===== config.mk =====
export PLATFORM = sky130hd
export DESIGN_NAME = ahb_slave_mux_flat
export DESIGN_NICKNAME = d
export VERILOG_FILES = /design/src/rtl/ahb_slave_mux_if.sv /design/src/rtl/ahb_slave_mux.sv /design/src/flat_wrapper.sv
export SDC_FILE = /design/constraint.sdc
export NUM_CORES = 1
export LEC_CHECK = 0
export ABC_AREA = 1
export BUFFER_PORTS_ARGS = -buffer_cell sky130_fd_sc_hd__clkbuf_2
export CAP_MARGIN = 20
export CORE_MARGIN = 10
export CORE_UTILIZATION = 31
export DETAILED_ROUTE_END_ITERATION = 7
export GPL_ROUTABILITY_DRIVEN = 0
export PLACE_DENSITY_LB_ADDON = 0.12
export SYNTH_ARGS = -nofsm -noshare
export SYNTH_HDL_FRONTEND = slang
export SYNTH_SLANG_ARGS = --single-unit
export TNS_END_PERCENT = 20

===== constraint.sdc =====
create_clock -name HCLK -period 1.3 [get_ports HCLK]
set_input_delay 0.065 -clock HCLK [delete_from_list [all_inputs] [get_ports HCLK]]
set_output_delay 0.065 -clock HCLK [all_outputs]
set_load 0.1 [all_outputs]

===== src/rtl/ahb_slave_mux_if.sv =====
// ---------------------------------------------------------------------------
// ahb_slave_mux_if
//   Bundle of the AHB-Lite signals seen by the data-phase response mux.
//
//   Master-side request (driven by master/decoder):
//     HTRANS      transfer type (bit 1 set = NONSEQ/SEQ)
//     mux_sel_in  decoder select: 00 mem, 01 GPIO, 10 accel, 11 no map
//     hsel_nomap  decoder no-map select
//   Slave responses (driven by the three real slaves):
//     HRDATA_Sx, HREADYOUT_Sx, HRESP_Sx  for x = 0..2
//   Muxed response (driven by the mux):
//     HRDATA, HREADY, HRESP  back to master (HREADY also to all slaves)
//     err_count              saturating count of default-slave ERRORs
//
//   Modports:
//     slave  - view taken by ahb_slave_mux
//     master - view taken by the environment (master, decoder and slaves)
// ---------------------------------------------------------------------------
interface ahb_slave_mux_if #(
    parameter int W  = 32,
    parameter int CW = 8
);
    logic [1:0]    HTRANS;
    logic [1:0]    mux_sel_in;
    logic          hsel_nomap;

    logic [W-1:0]  HRDATA_S0;
    logic [W-1:0]  HRDATA_S1;
    logic [W-1:0]  HRDATA_S2;
    logic          HREADYOUT_S0;
    logic          HREADYOUT_S1;
    logic          HREADYOUT_S2;
    logic          HRESP_S0;
    logic          HRESP_S1;
    logic          HRESP_S2;

    logic [W-1:0]  HRDATA;
    logic          HREADY;
    logic          HRESP;
    logic [CW-1:0] err_count;

    modport slave (
        input  HTRANS,
        input  mux_sel_in,
        input  hsel_nomap,
        input  HRDATA_S0,
        input  HRDATA_S1,
        input  HRDATA_S2,
        input  HREADYOUT_S0,
        input  HREADYOUT_S1,
        input  HREADYOUT_S2,
        input  HRESP_S0,
        input  HRESP_S1,
        input  HRESP_S2,
        output HRDATA,
        output HREADY,
        output HRESP,
        output err_count
    );

    modport master (
        output HTRANS,
        output mux_sel_in,
        output hsel_nomap,
        output HRDATA_S0,
        output HRDATA_S1,
        output HRDATA_S2,
        output HREADYOUT_S0,
        output HREADYOUT_S1,
        output HREADYOUT_S2,
        output HRESP_S0,
        output HRESP_S1,
        output HRESP_S2,
        input  HRDATA,
        input  HREADY,
        input  HRESP,
        input  err_count
    );
endinterface


===== src/rtl/ahb_slave_mux.sv =====
// ---------------------------------------------------------------------------
// ahb_slave_mux
//   AHB-Lite data-phase response multiplexer with built-in default slave.
//
//   The decoder's select is captured in the address phase (whenever HREADY
//   is high) and held through the data phase to steer the selected slave's
//   HRDATA/HREADYOUT/HRESP back to the master. Select 11 routes to the
//   default slave, which answers active transfers to unmapped space with a
//   two-cycle ERROR and counts them in a saturating debug counter.
//
//   Ports:
//     HCLK    bus clock, rising-edge
//     HRESET  asynchronous active-high reset
//     bus     ahb_slave_mux_if.slave (request in, slave responses in,
//             muxed HRDATA/HREADY/HRESP and err_count out)
// ---------------------------------------------------------------------------
module ahb_slave_mux #(
    parameter int W  = 32,
    parameter int CW = 8
) (
    input  logic          HCLK,
    input  logic          HRESET,
    ahb_slave_mux_if.slave bus
);

    typedef enum logic [1:0] {
        TR_IDLE   = 2'b00,
        TR_BUSY   = 2'b01,
        TR_NONSEQ = 2'b10,
        TR_SEQ    = 2'b11
    } htrans_t;

    typedef enum logic [1:0] {
        SEL_MEM   = 2'b00,
        SEL_GPIO  = 2'b01,
        SEL_ACCEL = 2'b10,
        SEL_NOMAP = 2'b11
    } sel_t;

    typedef enum logic [1:0] {
        IDLE = 2'b00,
        ERR1 = 2'b01,
        ERR2 = 2'b10
    } def_state_t;

    sel_t          sel_q;
    def_state_t    state_q;
    def_state_t    state_d;
    logic [CW-1:0] err_cnt_q;

    logic          def_ready;
    logic          def_resp;
    logic          xfer_active;
    logic          nomap_req;

    logic [W-1:0]  hrdata_mux;
    logic          hready_mux;
    logic          hresp_mux;

    htrans_t       htrans;
    assign htrans = htrans_t'(bus.HTRANS);

    assign xfer_active = (htrans == TR_NONSEQ) || (htrans == TR_SEQ);
    assign nomap_req   = bus.hsel_nomap && xfer_active;

    // -----------------------------------------------------------------------
    // Data-phase select register
    // -----------------------------------------------------------------------
    always_ff @(posedge HCLK or posedge HRESET) begin
        if (HRESET) begin
            sel_q <= SEL_NOMAP;
        end else if (hready_mux) begin
            sel_q <= sel_t'(bus.mux_sel_in);
        end
    end

    // -----------------------------------------------------------------------
    // Default slave FSM
    // -----------------------------------------------------------------------
    always_ff @(posedge HCLK or posedge HRESET) begin
        if (HRESET) begin
            state_q <= IDLE;
        end else begin
            state_q <= state_d;
        end
    end

    always_comb begin
        state_d   = state_q;
        def_ready = 1'b1;
        def_resp  = 1'b0;
        unique case (state_q)
            IDLE: begin
                def_ready = 1'b1;
                def_resp  = 1'b0;
                // HREADY can be low here while a real slave is stalling;
                // the no-map request is then not yet in its address phase.
                if (hready_mux && nomap_req) begin
                    state_d = ERR1;
                end
            end
            ERR1: begin
                def_ready = 1'b0;
                def_resp  = 1'b1;
                state_d   = ERR2;
            end
            ERR2: begin
                def_ready = 1'b1;
                def_resp  = 1'b1;
                // HREADY is necessarily high in ERR2, so only the request
                // itself decides between back-to-back error and idle.
                state_d   = nomap_req ? ERR1 : IDLE;
            end
            default: begin
                state_d = IDLE;
            end
        endcase
    end

    // -----------------------------------------------------------------------
    // Saturating unmapped-access counter, bumped on every ERR1 entry
    // -----------------------------------------------------------------------
    always_ff @(posedge HCLK or posedge HRESET) begin
        if (HRESET) begin
            err_cnt_q <= '0;
        end else if ((state_d == ERR1) && (err_cnt_q != '1)) begin
            err_cnt_q <= err_cnt_q + CW'(1);
        end
    end

    // -----------------------------------------------------------------------
    // Response mux
    // -----------------------------------------------------------------------
    always_comb begin
        hrdata_mux = '0;
        hready_mux = 1'b1;
        hresp_mux  = 1'b0;
        unique case (sel_q)
            SEL_MEM: begin
                hrdata_mux = bus.HRDATA_S0;
                hready_mux = bus.HREADYOUT_S0;
                hresp_mux  = bus.HRESP_S0;
            end
            SEL_GPIO: begin
                hrdata_mux = bus.HRDATA_S1;
                hready_mux = bus.HREADYOUT_S1;
                hresp_mux  = bus.HRESP_S1;
            end
            SEL_ACCEL: begin
                hrdata_mux = bus.HRDATA_S2;
                hready_mux = bus.HREADYOUT_S2;
                hresp_mux  = bus.HRESP_S2;
            end
            SEL_NOMAP: begin
                hrdata_mux = '0;
                hready_mux = def_ready;
                hresp_mux  = def_resp;
            end
            default: begin
                hrdata_mux = '0;
                hready_mux = 1'b1;
                hresp_mux  = 1'b0;
            end
        endcase
    end

    assign bus.HRDATA    = hrdata_mux;
    assign bus.HREADY    = hready_mux;
    assign bus.HRESP     = hresp_mux;
    assign bus.err_count = err_cnt_q;

    // The two-cycle error response never shortens or stretches.
    a_err1_to_err2: assert property (
        @(posedge HCLK) disable iff (HRESET) (state_q == ERR1) |=> (state_q == ERR2)
    );

endmodule

===== src/flat_wrapper.sv =====
// flat-port wrapper written by rule: the top's interface ports become plain ports
module ahb_slave_mux_flat 
#(
    parameter int W  = 32,
    parameter int CW = 8
)
  (HCLK, HRESET, bus_HTRANS, bus_mux_sel_in, bus_hsel_nomap, bus_HRDATA_S0, bus_HRDATA_S1, bus_HRDATA_S2, bus_HREADYOUT_S0, bus_HREADYOUT_S1, bus_HREADYOUT_S2, bus_HRESP_S0, bus_HRESP_S1, bus_HRESP_S2, bus_HRDATA, bus_HREADY, bus_HRESP, bus_err_count);
  ahb_slave_mux_if #(.W(W), .CW(CW)) bus_i ();
  input  logic HCLK;
  input  logic HRESET;
  input wire logic [$bits(bus_i.HTRANS)-1:0] bus_HTRANS;
  input wire logic [$bits(bus_i.mux_sel_in)-1:0] bus_mux_sel_in;
  input wire logic [$bits(bus_i.hsel_nomap)-1:0] bus_hsel_nomap;
  input wire logic [$bits(bus_i.HRDATA_S0)-1:0] bus_HRDATA_S0;
  input wire logic [$bits(bus_i.HRDATA_S1)-1:0] bus_HRDATA_S1;
  input wire logic [$bits(bus_i.HRDATA_S2)-1:0] bus_HRDATA_S2;
  input wire logic [$bits(bus_i.HREADYOUT_S0)-1:0] bus_HREADYOUT_S0;
  input wire logic [$bits(bus_i.HREADYOUT_S1)-1:0] bus_HREADYOUT_S1;
  input wire logic [$bits(bus_i.HREADYOUT_S2)-1:0] bus_HREADYOUT_S2;
  input wire logic [$bits(bus_i.HRESP_S0)-1:0] bus_HRESP_S0;
  input wire logic [$bits(bus_i.HRESP_S1)-1:0] bus_HRESP_S1;
  input wire logic [$bits(bus_i.HRESP_S2)-1:0] bus_HRESP_S2;
  output wire logic [$bits(bus_i.HRDATA)-1:0] bus_HRDATA;
  output wire logic [$bits(bus_i.HREADY)-1:0] bus_HREADY;
  output wire logic [$bits(bus_i.HRESP)-1:0] bus_HRESP;
  output wire logic [$bits(bus_i.err_count)-1:0] bus_err_count;
  assign bus_i.HTRANS = bus_HTRANS;
  assign bus_i.mux_sel_in = bus_mux_sel_in;
  assign bus_i.hsel_nomap = bus_hsel_nomap;
  assign bus_i.HRDATA_S0 = bus_HRDATA_S0;
  assign bus_i.HRDATA_S1 = bus_HRDATA_S1;
  assign bus_i.HRDATA_S2 = bus_HRDATA_S2;
  assign bus_i.HREADYOUT_S0 = bus_HREADYOUT_S0;
  assign bus_i.HREADYOUT_S1 = bus_HREADYOUT_S1;
  assign bus_i.HREADYOUT_S2 = bus_HREADYOUT_S2;
  assign bus_i.HRESP_S0 = bus_HRESP_S0;
  assign bus_i.HRESP_S1 = bus_HRESP_S1;
  assign bus_i.HRESP_S2 = bus_HRESP_S2;
  assign bus_HRDATA = bus_i.HRDATA;
  assign bus_HREADY = bus_i.HREADY;
  assign bus_HRESP = bus_i.HRESP;
  assign bus_err_count = bus_i.err_count;
  ahb_slave_mux #(.W(W), .CW(CW)) u_core (.HCLK(HCLK), .HRESET(HRESET), .bus(bus_i));
endmodule

* Yosys cells after proc, flatten, opt, wreduce, memory -nomap -nowiden *
Index checks and enable logic that the tools add are counted.

storage, ports and cells
  register bits after elaboration = 12
  bits of input ports = 109
  output and inout port bits = 42
  logic and storage cells = 28

cells by class
  add/subtract/negate cells = 1
  equality and inequality tests = 9
  multiplexer cells = 8
  reduce and logical (&&, ||, !) cells = 7

operators with widths
  kind                                                  number
  one-hot mux 32 bit (4 select lines)                   1
  equality test 2 bit (second input constant)           5
  adder 8 x 1 -> 8 bit (second input constant)          1
  != test 8 bit (second input constant)                 1
  one-hot mux 1 bit (4 select lines)                    2
  equality test 2 x 1 -> 1 bit (second input constant)  3
  one-hot mux 2 bit (3 select lines)                    1
  zero test 2 bit                                       2
  logical AND 1 bit                                     3
  two-way mux 1 bit                                     3
  two-way mux 2 bit                                     1
  OR reduction 2 bit                                    1
  logical OR 1 bit                                      1

* Logic depth before layout (Yosys ltp) *
  depth after elaboration = 8
  depth in mapped cells = 12
  mapped depth without buffers = 12

* Worst setup path before layout *
OpenSTA, ideal clock, no wires.

  path kind = reg2reg
  start = register u_core.err_cnt_q[1], in the netlist u_core.bus.err_count[1]
  end = register u_core.err_cnt_q[4], in the netlist u_core.bus.err_count[4]
  setup time = 68 ps
  arrival time = 2,155 ps
  slack = -922 ps
  cell stages (with the launch flop) = 10
  buffers on the path = 0
  cells stage by stage = dfrtp_1 ha_1 nand3_1 nor2_1 nand2_1 nor2_1 inv_1 nand4_2 nand2_1 nand2_1

on the way
  cells in the longest elaborated chain, start to end = 2
  elaborated cells on any way between the ends = 3

RTL lines
  item                                                          RTL line              RTL
  from (decl)                                                   ahb_slave_mux.sv:49   logic [CW-1:0] err_cnt_q;
  from (signal assigned)                                        ahb_slave_mux.sv:127  err_cnt_q <= err_cnt_q + CW'(1);
  branches (longest 2 deep; another with adder 8 x 1 -> 8 bit)  --

Several ways; the timed one is not identified.
A chain may end at the register's enable or synchronous reset.

* Worst setup path in the final report *
  start = register u_core.sel_q[1]
  end = output port bus_HRDATA[13]

on the way
  cells in the longest elaborated chain, start to end = 2
  elaborated cells on any way between the ends = 5

RTL lines
  item                                               RTL line              RTL
  from (decl)                                        ahb_slave_mux.sv:46   sel_t sel_q;
  from (signal assigned)                             ahb_slave_mux.sv:73   sel_q <= sel_t'(bus.mux_sel_in);
  equality test 2 bit, or another cell as far along  ahb_slave_mux.sv:138  unique case (sel_q)
  one-hot mux 32 bit (4 select lines) (*)            ahb_slave_mux.sv:138
  to (decl)                                          flat_wrapper.sv:23    output wire logic [$bits(bus_i.HRDATA)-1:0] bus_HRDATA;

Every way passes the cells marked *; elsewhere a longest branch is shown, timed or not.

==> impl_metrics.env <==
export IMPL_status="finished, violations left"
export IMPL_violations="setup timing"
export IMPL_synth_top_cell_area_share_pct=36.6
export IMPL_final_area_um2=3600
export IMPL_pin_count=151
export IMPL_required_ps=1240
export IMPL_grtUsageTotal_pct=22.5
export IMPL_port_buffers=149
export IMPL_grt_pass1_vias=2565
export IMPL_n_antenna_cell=0
export IMPL_multiInputGateArea_um2=1350
export IMPL_rsz0062_at_grt="yes"
export IMPL_netlist_instances=240
export IMPL_clock_skew_ps=11.7
export IMPL_finalCriticalPeriod_ps=1830
export IMPL_worstPathMaxFanout=8
export IMPL_n_fill_cell=188
export IMPL_tightest_slew_ps=557
export IMPL_start_util_pct=32.7
export IMPL_clock_path_buffers=2
export IMPL_synth_cell_area_um2=1340
export IMPL_holdWs_ps=4.34
export IMPL_drt_wl_total_um=10600
export IMPL_dieArea_um2=7330
export IMPL_numCtsBuffers=3
export IMPL_final_antenna_net_count=0
export IMPL_dp_hpwl_um=6200
export IMPL_dpl_instance_area_um2=2990
export IMPL_area_growth_pct=170
export IMPL_drcViolationCount=0
export IMPL_drive_gt1_share_pct=66.7
export IMPL_clock_latency_ps=270
export IMPL_ys_seq_elements=12
export IMPL_utilization_pct=88.2
export IMPL_finalNetCount=535
export IMPL_finalMaxSlewViolations=0
export IMPL_row_count=23
export IMPL_via_per_inst=5.50
export IMPL_critical_path_class="flop to primary output"
export IMPL_dieHeight_um=85.6
export IMPL_yosysWarnings=0
export IMPL_crit_path_start_kind="flop"
export IMPL_seqCellArea_um2=315
export IMPL_cts_sinks=12
export IMPL_slew_headroom_pct=62.9
export IMPL_cts_tree="built"
export IMPL_cts_root_buf="clkbuf_8"
export IMPL_layout_cells_non_filler=470
export IMPL_drtIter0Drc=169
export IMPL_overflow=0
export IMPL_endpoint_kind="primary output"
export IMPL_synth_top_area_cell="nand2_1"
export IMPL_synth_distinct_cells=17
export IMPL_num_vias=2584
export IMPL_synth_area_leaders="nand2_1, dfrtp_1, nand3_1"
export IMPL_avgSynthCellArea_um2=5.56
export IMPL_grt_pass1_wl_um=13400
export IMPL_fmax_mhz=546
export IMPL_grt_max_degree=34
export IMPL_final_common_cell="clkbuf_2"
export IMPL_yosysSeqAreaShare_pct=22.7
export IMPL_fin_crit_sh_pct=141
export IMPL_wl_per_cell_um=22.6
export IMPL_hold_path_class="input pin to flop"
export IMPL_fp_dieW_um=85.6
export IMPL_synth_nets=354
export IMPL_setup_viol=45
export IMPL_clkTransAtPathRegs_ps=70
export IMPL_cp_arrival_ps=1770
export IMPL_final_cell_mix="clkbuf_2, nand2_1, buf_12"
export IMPL_antenna_found_initial=0
export IMPL_drtPass1Iterations=5
export IMPL_cts_htree_levels=1
export IMPL_dp_cells=445
export IMPL_core_um2=4090
export IMPL_fin_ws_ps=-532
export IMPL_cap_violations=0
export IMPL_final_hold_viol_count=0
==> routing by layer <==
| layer | wire (um) | vias to the layer above | share of wire, % | global-route usage (%) |
|---|---|---|---|---|
| met5 | 0 | - | 0 | 0 |
| met4 | 609 | 0 | 5.7 | 8.08 |
| met3 | 1170 | 54 | 11 | 8.04 |
| met2 | 5280 | 218 | 50 | 39.6 |
| met1 | 3550 | 1181 | 33 | 24.1 |
| li1 | - | 1131 | - | - |
==> synth_stat cells <==
cell      instances
nand4_1           9
xnor2_1           1
nand2_1         130
nand4_2           1
inv_1            16
xor2_1            4
clkbuf_1          4
buf_2             6
o21ai_0           2
dfrtp_1          10
a21oi_4           1
nor2_2            1
nor2_1            7
nand3_1          40
nor3_1            1
dfstp_2           2
ha_1              5
==> worst max-delay path: stages, from the launching register on <==
cell     delay, ps
dfstp_2        600
inv_2           80
nor2_4         140
buf_4          170
buf_16         130
nand2_1         80
nand3_2        120
buf_12         180
==> path summary, 6_finish.rpt <==
kind	startpoint	end	slack, ps	cells past startpoint
min in group asynchronous	HRESET	u_core.state_q[0]	370	3
worst max register to register	u_core.sel_q[1]	u_core.bus.err_count[2]	-510	12
worst min-delay path	bus_mux_sel_in[0]	u_core.sel_q[0]	4	3
worst min register to register	u_core.bus.err_count[7]	u_core.bus.err_count[7]	540	2
max in group asynchronous	HRESET	u_core.bus.err_count[0]	500	3
worst max-delay path	u_core.sel_q[1]	bus_HRDATA[13]	-530	7
==> per-stage QoR <==
stage                     setup slack, ps  setup TNS (ps)
after CTS                            -392          -14690
after global placement               -252           -5550
after detailed placement             -340           -7270
after global routing                 -561          -20610
final                                -532          -19460
after floorplan                      -459          -13220
==> registers in the layout, summed over array words and instances (netlist names) <==
name	flops
u_core.state_q	2
u_core.bus.err_count	8
u_core.sel_q	2
==> cells by family (layout without fill, tap and decap cells) <==
kind of cell             after synthesis  after routing  synth area share [%]
AND/OR/NAND/NOR                      189            189                  59.5
buffers and inverters                 26            205                  7.87
flip-flops                            12             12                  22.7
adder cells (fa/ha/maj)                5              5                  4.69
XOR/XNOR                               5              5                  3.28
AO/OA/AOI/OAI                          3              4                  1.97
==> cell type report <==
type	instances	area share [%]
timing repair buffer	185	49.0
multi-input combinational	203	37.5
sequential	12	8.75
inverter	16	1.74
tap	50	1.74
clock buffer	4	1.25
==> timing repair <==
| action | 4_1_cts | 5_1_grt |
|---|---|---|
| hold buffers | 1 | 0 |
| pin swaps | 10 | 25 |
| hold endpoints to repair | 10 | 0 |
| setup endpoints to repair | 44 | 45 |
| buffers inserted | 8 | 5 |
| cloned | 5 | 5 |
| gates resized for setup | 37 | 46 |
Power is left out: the tool's default activity adds up to more than one toggle a clock period on the data nets, which glitch-free logic cannot reach.
